`config.mk`:
```
export PLATFORM = sky130hd
export DESIGN_NAME = logic_pipe_flat
export DESIGN_NICKNAME = d
export VERILOG_FILES = /design/src/rtl/logic_pipe_if.sv /design/src/rtl/logic_pipe.sv /design/src/flat_wrapper.sv
export SDC_FILE = /design/constraint.sdc
export NUM_CORES = 1
export LEC_CHECK = 0
export CAP_MARGIN = 20
export CORE_ASPECT_RATIO = 1.2
export CORE_MARGIN = 10
export CORE_UTILIZATION = 40
export DETAILED_ROUTE_END_ITERATION = 8
export HOLD_SLACK_MARGIN = 0.06
export PLACE_DENSITY = 0.71
export SLEW_MARGIN = 20
export SYNTH_ARGS = -nofsm -noshare
export SYNTH_HDL_FRONTEND = slang
export SYNTH_SLANG_ARGS = --single-unit
```
`constraint.sdc`:
```
create_clock -name Clk -period 1.95 [get_ports Clk]
set_input_delay 0.39 -clock Clk [delete_from_list [all_inputs] [get_ports Clk]]
set_output_delay 0.39 -clock Clk [all_outputs]
set_load 0.02 [all_outputs]
```
`src/rtl/logic_pipe_if.sv`:
```
// rtl/logic_pipe_if.sv - stream/handshake bundle for logic_pipe; Q_par present with LOGIC_PIPE_PARITY_EN
interface logic_pipe_if #(
  parameter int WIDTH = 8,
  parameter int CNT_W = 16
);
  logic [WIDTH-1:0] A;
  logic [WIDTH-1:0] B;
  logic [1:0]       Mode;
  logic             In_valid;
  logic             In_ready;
  logic [WIDTH-1:0] Q;
  logic             Out_valid;
  logic             Out_ready;
  logic [CNT_W-1:0] Xfer_cnt;
`ifdef LOGIC_PIPE_PARITY_EN
  logic             Q_par;

  modport master (
    output A, B, Mode, In_valid, Out_ready,
    input  In_ready, Q, Out_valid, Xfer_cnt, Q_par
  );
  modport slave (
    input  A, B, Mode, In_valid, Out_ready,
    output In_ready, Q, Out_valid, Xfer_cnt, Q_par
  );
`else
  modport master (
    output A, B, Mode, In_valid, Out_ready,
    input  In_ready, Q, Out_valid, Xfer_cnt
  );
  modport slave (
    input  A, B, Mode, In_valid, Out_ready,
    output In_ready, Q, Out_valid, Xfer_cnt
  );
`endif
endinterface

```
`src/rtl/logic_pipe.sv`:
```
// rtl/logic_pipe.sv - selectable bitwise function into an elastic STAGES-deep register pipe
// LOGIC_PIPE_PARITY_EN adds an even-parity bit carried alongside the data to Q_par.
module logic_pipe #(
  parameter int WIDTH  = 8,
  parameter int STAGES = 3,
  parameter int CNT_W  = 16
) (
  input logic         Clk,
  input logic         Rst_n,
  logic_pipe_if.slave bus
);
  logic [WIDTH-1:0]  fn_result;
  logic [WIDTH-1:0]  data_q [STAGES];
  logic [STAGES-1:0] valid_q;
  logic [STAGES-1:0] ready;
  logic [CNT_W-1:0]  xfer_q;
  logic              tail_full;

  always_comb begin
    fn_result = '0;
    case (bus.Mode)
      2'b00:   fn_result = ~((bus.A & bus.B) | bus.B);
      2'b01:   fn_result = bus.A & bus.B;
      2'b10:   fn_result = bus.A | bus.B;
      default: fn_result = bus.A ^ bus.B;
    endcase
  end

  // Stage i is blocked only when it and every stage after it are full and the sink stalls.
  always_comb begin
    ready     = '0;
    tail_full = 1'b1;
    for (int i = 0; i < STAGES; i++) begin
      tail_full = 1'b1;
      for (int j = i; j < STAGES; j++) begin
        tail_full = tail_full & valid_q[j];
      end
      ready[i] = !tail_full || bus.Out_ready;
    end
  end

  // Data registers only capture valid beats, so bubbles never disturb a held Q.
  always_ff @(posedge Clk) begin
    if (!Rst_n) begin
      valid_q <= '0;
      xfer_q  <= '0;
      for (int i = 0; i < STAGES; i++) begin
        data_q[i] <= '0;
      end
    end else begin
      if (ready[0]) begin
        valid_q[0] <= bus.In_valid;
        if (bus.In_valid) begin
          data_q[0] <= fn_result;
        end
      end
      for (int i = 1; i < STAGES; i++) begin
        if (ready[i]) begin
          valid_q[i] <= valid_q[i-1];
          if (valid_q[i-1]) begin
            data_q[i] <= data_q[i-1];
          end
        end
      end
      if (valid_q[STAGES-1] && bus.Out_ready) begin
        xfer_q <= xfer_q + CNT_W'(1);
      end
    end
  end

  assign bus.In_ready  = ready[0];
  assign bus.Q         = data_q[STAGES-1];
  assign bus.Out_valid = valid_q[STAGES-1];
  assign bus.Xfer_cnt  = xfer_q;

`ifdef LOGIC_PIPE_PARITY_EN
  logic [STAGES-1:0] par_q;

  always_ff @(posedge Clk) begin
    if (!Rst_n) begin
      par_q <= '0;
    end else begin
      if (ready[0] && bus.In_valid) begin
        par_q[0] <= ^fn_result;
      end
      for (int i = 1; i < STAGES; i++) begin
        if (ready[i] && valid_q[i-1]) begin
          par_q[i] <= par_q[i-1];
        end
      end
    end
  end

  assign bus.Q_par = par_q[STAGES-1];
`endif
endmodule

```
`src/flat_wrapper.sv`:
```
// flat-port wrapper written by rule: the top's interface ports become plain ports
module logic_pipe_flat 
#(
  parameter int WIDTH  = 8,
  parameter int STAGES = 3,
  parameter int CNT_W  = 16
)
  (Clk, Rst_n, bus_A, bus_B, bus_Mode, bus_In_valid, bus_Out_ready, bus_In_ready, bus_Q, bus_Out_valid, bus_Xfer_cnt);
  logic_pipe_if #(.WIDTH(WIDTH), .CNT_W(CNT_W)) bus_i ();
  input logic Clk;
  input logic Rst_n;
  input wire logic [$bits(bus_i.A)-1:0] bus_A;
  input wire logic [$bits(bus_i.B)-1:0] bus_B;
  input wire logic [$bits(bus_i.Mode)-1:0] bus_Mode;
  input wire logic [$bits(bus_i.In_valid)-1:0] bus_In_valid;
  input wire logic [$bits(bus_i.Out_ready)-1:0] bus_Out_ready;
  output wire logic [$bits(bus_i.In_ready)-1:0] bus_In_ready;
  output wire logic [$bits(bus_i.Q)-1:0] bus_Q;
  output wire logic [$bits(bus_i.Out_valid)-1:0] bus_Out_valid;
  output wire logic [$bits(bus_i.Xfer_cnt)-1:0] bus_Xfer_cnt;
  assign bus_i.A = bus_A;
  assign bus_i.B = bus_B;
  assign bus_i.Mode = bus_Mode;
  assign bus_i.In_valid = bus_In_valid;
  assign bus_i.Out_ready = bus_Out_ready;
  assign bus_In_ready = bus_i.In_ready;
  assign bus_Q = bus_i.Q;
  assign bus_Out_valid = bus_i.Out_valid;
  assign bus_Xfer_cnt = bus_i.Xfer_cnt;
  logic_pipe #(.WIDTH(WIDTH), .STAGES(STAGES), .CNT_W(CNT_W)) u_core (.Clk(Clk), .Rst_n(Rst_n), .bus(bus_i));
endmodule
```
==> results of run 1 <==
-- cell usage in the layout (no fill, tap or decap), types with 8 or more instances in the layout --
cell type,count
nand2_1,24
edfxtp_1,24
and2_1,17
nor2_1,15
inv_1,18
nand3_1,8
nor3_1,10
ha_1,17
nor2b_1,9
dfxtp_1,19
o311a_1,8
clkdlybuf4s50_1,45
mux2i_1,9
buf_4,14
-- registers in the layout (all words and copies together), names as in the netlist --
name	cells
u_core.bus.Xfer_cnt	16
u_core.data_q	24
u_core.valid_q	3
-- area by class of cell --
type | instances | area (sq um)
clock inverters | 3 | 23.8
repair buffers | 63 | 613
multi-input cells | 154 | 1050
well taps | 64 | 80.1
fillers | 529 | 2620
inverters | 19 | 71.3
flip-flops and latches | 43 | 1100
clock buffers | 5 | 68.8
-- per-stage QoR --
step           utilization  power [W]  instances
6_report             0.535    0.00183        351
3_5_place_dp         0.518    0.00129        342
2_1_floorplan            -    0.00118        231
4_1_cts              0.535    0.00187        351
3_3_place_gp         0.518    0.00128        342
5_1_grt              0.535    0.00193        351
-- synth_stat cells, types with 8 or more instances --
cell type,n,area (sq um)
mux2i_1,9,90.1
ha_1,17,213
nand2_1,24,90.1
dfxtp_1,19,380
inv_1,18,67.6
nor2_1,15,56.3
nor2b_1,9,56.3
and2_1,17,106
buf_4,8,60.1
nor3_1,10,50.1
o311a_1,8,80.1
edfxtp_1,24,721
nand3_1,8,40.0
-- kinds of logic after synthesis --
family                     synth area share
AOI/OAI and AO/OA                    0.0595
xor gates and xnor gates             0.0416
adders and majority gates            0.0919
buffers and inverters                0.0681
DFF                                   0.476
muxes                                0.0389
and+or+nand+nor                       0.224
-- final timing paths --
path                                         startpoint                 endpoint  cells after the start
worst max-delay path                  u_core.valid_q[2]             bus_In_ready                      3
worst min-delay path            u_core.bus.Xfer_cnt[15]  u_core.bus.Xfer_cnt[15]                      2
worst max register to register   u_core.bus.Xfer_cnt[7]  u_core.bus.Xfer_cnt[15]                      4
worst min register to register  u_core.bus.Xfer_cnt[15]  u_core.bus.Xfer_cnt[15]                      2
-- worst register-to-register path, delay by kind of cell, from the launching register on --
kind / cells / cell delay [ns]
simple gates: 3 / 1.12
flops: 1 / 0.41
compound gates: 1 / 0.14
-- power by group through the flow --
stage,clock (W),sequential (W),combinational [W]
3_5_place_dp,0,0.00104,0.000254
6_report,0.000568,0.00102,0.000250
3_3_place_gp,0,0.00104,0.000244
2_1_floorplan,0,0.00104,0.000143
4_1_cts,0.000593,0.00102,0.000254
5_1_grt,0.000633,0.00102,0.000278
-- layer usage --
| metal | vias to the layer above | wire (microns) | global-route usage | share of wire |
|---|---|---|---|---|
| met5 | - | 0 | 0 | 0 |
| met4 | 0 | 111 | 0.0551 | 0.026 |
| met1 | 741 | 1870 | 0.104 | 0.44 |
| met3 | 7 | 229 | 0.0251 | 0.054 |
| met2 | 44 | 2020 | 0.162 | 0.48 |
| li1 | 892 | - | - | - |
-- what timing repair did --
item	in CTS	in global routing
setup endpoints to repair	1	0
resized for setup	2	0
buffers inserted	1	0
==> summary.txt, run 1 <==
Clocking
  • Clock edge transition at the registers on the reported setup and hold paths: 0.08 ns
  • CTS Buf Count: 5
  • Clock sinks: 43
  • TritonCTS clock tree: built
  • Worst-case clock buffer depth: 2
  • Clk Latency, worst-skew pair: 0.29 ns
  • H-tree depth: 2
  • Hold Buf Count CTS: 0
  • CTS root buf: clkbuf_8

Worst setup path
  • Worst Setup Start Kind: register
  • Setup Crit Path Kind: reg2out
  • CP max stage delay: 0.45 ns
  • Worst Setup End Kind: output pin
  • Bufs and invs on worst path: 1
  • CP top delay family: flip-flops
  • Critical path arrival: 1.41 ns
  • CP max stage cell: dfxtp_1
  • Worst-path cell chain: nor2b_1 -> nand3_1 -> dlygate4sd2_1
  • Crit-path max FO: 8
  • Required @ worst endpoint: 1.56 ns
  • R2R Setup Slk: 0.22 ns

Floorplan
  • Die height: 103 microns
  • Die Width: 89.4 microns
  • # rows: 30
  • Die Footprint: 0.00924 sq mm
  • CORE AREA: 0.00563 sq mm
  • Starting Density: 0.411
  • Number of top-level pins: 48

Routing
  • First drt pass iteration count: 4
  • Antenna-violating nets left: 0
  • Initial drt markers: 42
  • Via count: 1,684
  • DRT Wirelength: 4.23 mm
  • Vias/cell: 4.80
  • Wire per inst: 12.0 microns
  • DRC Markers: 0

Synthesis
  • Sequential share of the synthesized area: 0.476
  • Synth Flop Type: edfxtp_1
  • Syn nets: 270
  • Post-synthesis cell type count: 32
  • Yosys warns: 0
  • Flops & latches, synth: 43
  • Asr flop ratio synth: 0
  • Area of the mapped netlist: 0.00231 sq mm
  • EDFF count, synth: 24
  • Syn avg cell area: 10.0 sq um
  • Gate Count Post-Synth: 231

Global routing
  • Vias in the first global route: 1,619
  • Initial antenna violation count: 0
  • Total GRT Usage: 0.0952
  • Largest net degree at the start of global routing: 25
  • First-pass GRT wire length: 6.97 mm
  • Grt ovf: 0

Power
  • Pint: 0.00139 W
  • Comb power frac: 0.136
  • Clock Power Share: 0.309
  • Switching Fraction: 0.241
  • Peak supply drop: 263 uV
  • Pwr Density: 609 mW/mm^2
  • Switching power: 0.000443 W
  • Leakage power: 1.26 nW
  • Reg power frac: 0.555

Run
  • Max-cap violations: 0

Placed design
  • Port bufs: 47
  • Global placement routability congestion: 0.802
  • Place WS: -0.277 ns
  • DP Area: 0.00292 sq mm
  • DP HPWL: 3.35 mm

Outcome
  • Status: completed

STA
  • RSZ-0062 raised after global routing: no
  • Relative slew slack: 0.784
  • Slew @ Worst Pin: 0.321 ns
  • Final hold vios: 0
  • Final-report setup violation count: 0
  • Hold_ws: 0.488 ns
  • Max Slew Vio Count: 0
  • Fmax: 556 MHz
  • Clk_skew: 0.00303 ns
  • Final worst path period share: 0.922
  • Setup TNS: 0 ns
  • Fin crit period: 1.80 ns
  • Final Worst Setup Slack: 0.152 ns

Final layout
  • Area Overhead vs Synth: 30.2%
  • Fin area: 0.00301 sq mm
  • Antenna Cells: 0
  • Fraction of layout cells with a size suffix above 1: 0.108
  • Nets: 325

Worst hold path
  • Hold Crit Class: reg2reg
No activity file was read; power rests on OpenSTA's default activity.
==> run 2: changes to the inputs <==
- GPL_TIMING_DRIVEN: not set -> 0
==> summary.txt, run 2 (synthesis results as in run 1) <==
Outcome
  • Status: completed

Clocking
  • Hold Buf Count CTS: 0
  • CTS Buf Count: 5
  • Clk Latency, worst-skew pair: 0.29 ns
  • Worst-case clock buffer depth: 2
  • TritonCTS clock tree: built
  • H-tree depth: 2
  • Clock edge transition at the registers on the reported setup and hold paths: 0.08 ns
  • CTS root buf: clkbuf_8
  • Clock sinks: 43

Routing
  • Initial drt markers: 59
  • DRT Wirelength: 4.34 mm
  • Antenna-violating nets left: 0
  • Via count: 1,696
  • Wire per inst: 12.4 microns
  • DRC Markers: 0
  • First drt pass iteration count: 4
  • Vias/cell: 4.85

STA
  • Max Slew Vio Count: 0
  • Clk_skew: 0.00585 ns
  • Slew @ Worst Pin: 0.496 ns
  • Final-report setup violation count: 0
  • Fin crit period: 1.81 ns
  • RSZ-0062 raised after global routing: no
  • Final worst path period share: 0.930
  • Final hold vios: 0
  • Final Worst Setup Slack: 0.137 ns
  • Fmax: 552 MHz
  • Relative slew slack: 0.669

Worst setup path
  • Critical path arrival: 1.96 ns
  • Critical Path End: u_core.data_q[0][0]
  • Worst Setup Start Kind: input port
  • Reg2reg end: u_core.bus.Xfer_cnt[15]
  • Setup Crit Path Kind: in2reg
  • Worst R2R Path Depth: 4
  • Worst Setup End Kind: register
  • Crit. Startpoint: Rst_n
  • R2R Setup Slk: 0.16 ns
  • Required @ worst endpoint: 2.10 ns
  • Crit-path max FO: 10
  • Worst R2R Start: u_core.bus.Xfer_cnt[5]

Floorplan
  • Starting Density: 0.411
  • Number of top-level pins: 48
  • Die Width: 89.4 microns
  • Die Footprint: 0.00924 sq mm
  • # rows: 30
  • Die height: 103 microns
  • CORE AREA: 0.00563 sq mm

Final layout
  • Biggest register: u_core.data_q
  • Area Overhead vs Synth: 27.6%
  • Largest register FFs: 24
  • Fraction of layout cells with a size suffix above 1: 0.0979
  • Antenna Cells: 0
  • Fillers: 539
  • Non-filler instance count after layout: 350
  • Nets: 324
  • Most common cell after layout, fill and taps aside: clkdlybuf4s50_1
  • Most frequent cells in the layout: clkdlybuf4s50_1, nand2_1, edfxtp_1
  • Area occupied by multi-input gates: 0.00106 sq mm
  • Register Area: 0.00110 sq mm

Global routing
  • Global-route met3 utilization: 0.0376
  • Largest net degree at the start of global routing: 13
  • Initial antenna violation count: 0
  • Grt ovf: 0
  • Busiest layer in global routing: met2
  • Total GRT Usage: 0.0995
  • Vias in the first global route: 1,614
  • First-pass GRT wire length: 7.18 mm
  • Met2 GRT Util: 0.169
  • M1 GR Usage: 0.106

Worst hold path
  • Hold Crit Class: reg2reg
  • Hold_sp: u_core.bus.Xfer_cnt[15]

Placed design
  • Place WS: -0.609 ns
  • Global placement routability congestion: 0.788
  • Port bufs: 46
  • Placed cells: 341
  • DP HPWL: 3.37 mm

Power
  • Peak supply drop: 275 uV
  • Total power: 0.00180 W
  • Pwr Density: 610 mW/mm^2
  • Leakage power: 1.23 nW

Run
  • Max-cap violations: 0
## run 2: worst min-delay path by stage
| stage | to | cells past startpoint |
|---|---|---|
| after floorplan | u_core.valid_q[1] | 2 |
| after global placement | u_core.bus.Xfer_cnt[15] | 2 |
| after detailed placement | u_core.bus.Xfer_cnt[15] | 2 |
| after CTS | u_core.bus.Xfer_cnt[15] | 2 |
| after global routing | u_core.data_q[0][12] | 1 |
| final | u_core.bus.Xfer_cnt[15] | 2 |
## run 2: timing repair
action / in CTS / in global routing
pin swaps: 0 / 0
resized for setup: 6 / 2
setup endpoints to repair: 22 / 9
endpoints found under the hold margin: 0 / 0
setup buffers: 1 / 0
## run 2: through the flow
step | util | setup TNS [ns] | cell area [sq um] | hold slack, ns
finish | 0.524 | 0 | 2950 | 0.484
global route | 0.524 | 0 | 2950 | 0.531
CTS | 0.524 | 0 | 2950 | 0.487
detailed placement | 0.507 | -11.26 | 2850 | 0.475
global placement | 0.507 | -9.95 | 2850 | 0.463
floorplan | - | 0 | 2310 | 0.496
## run 2: final cells by class
type                       count  area share
buffer                        15      0.0301
clock buffer                   7      0.0259
clock inverter                 1     0.00170
inverter                      19      0.0246
multi-input combinational    154       0.359
sequential                    43       0.373
tap                           64      0.0271
timing repair buffer          47       0.158
## run 2: routing by layer
| layer | wire [microns] | share of wire | vias up |
|---|---|---|---|
| met5 | 0 | 0 | - |
| met4 | 86 | 0.020 | 0 |
| met3 | 328 | 0.076 | 5 |
| met2 | 2090 | 0.48 | 43 |
| met1 | 1830 | 0.42 | 758 |
| li1 | - | - | 890 |
## run 2: critical path, cell delays in order
cell and delay (ns):
clkdlybuf4s50_1 0.60, clkinv_2 0.21, a21oi_2 0.24, clkbuf_2 0.28
o311a_1 0.23
## run 2: power by group
part           total, W  leakage [nW]  internal [W]  switching, W
clock network  0.000530        0.0422      0.000251      0.000279
registers       0.00102         0.411       0.00101     0.0000123
logic          0.000250         0.781      0.000128      0.000122
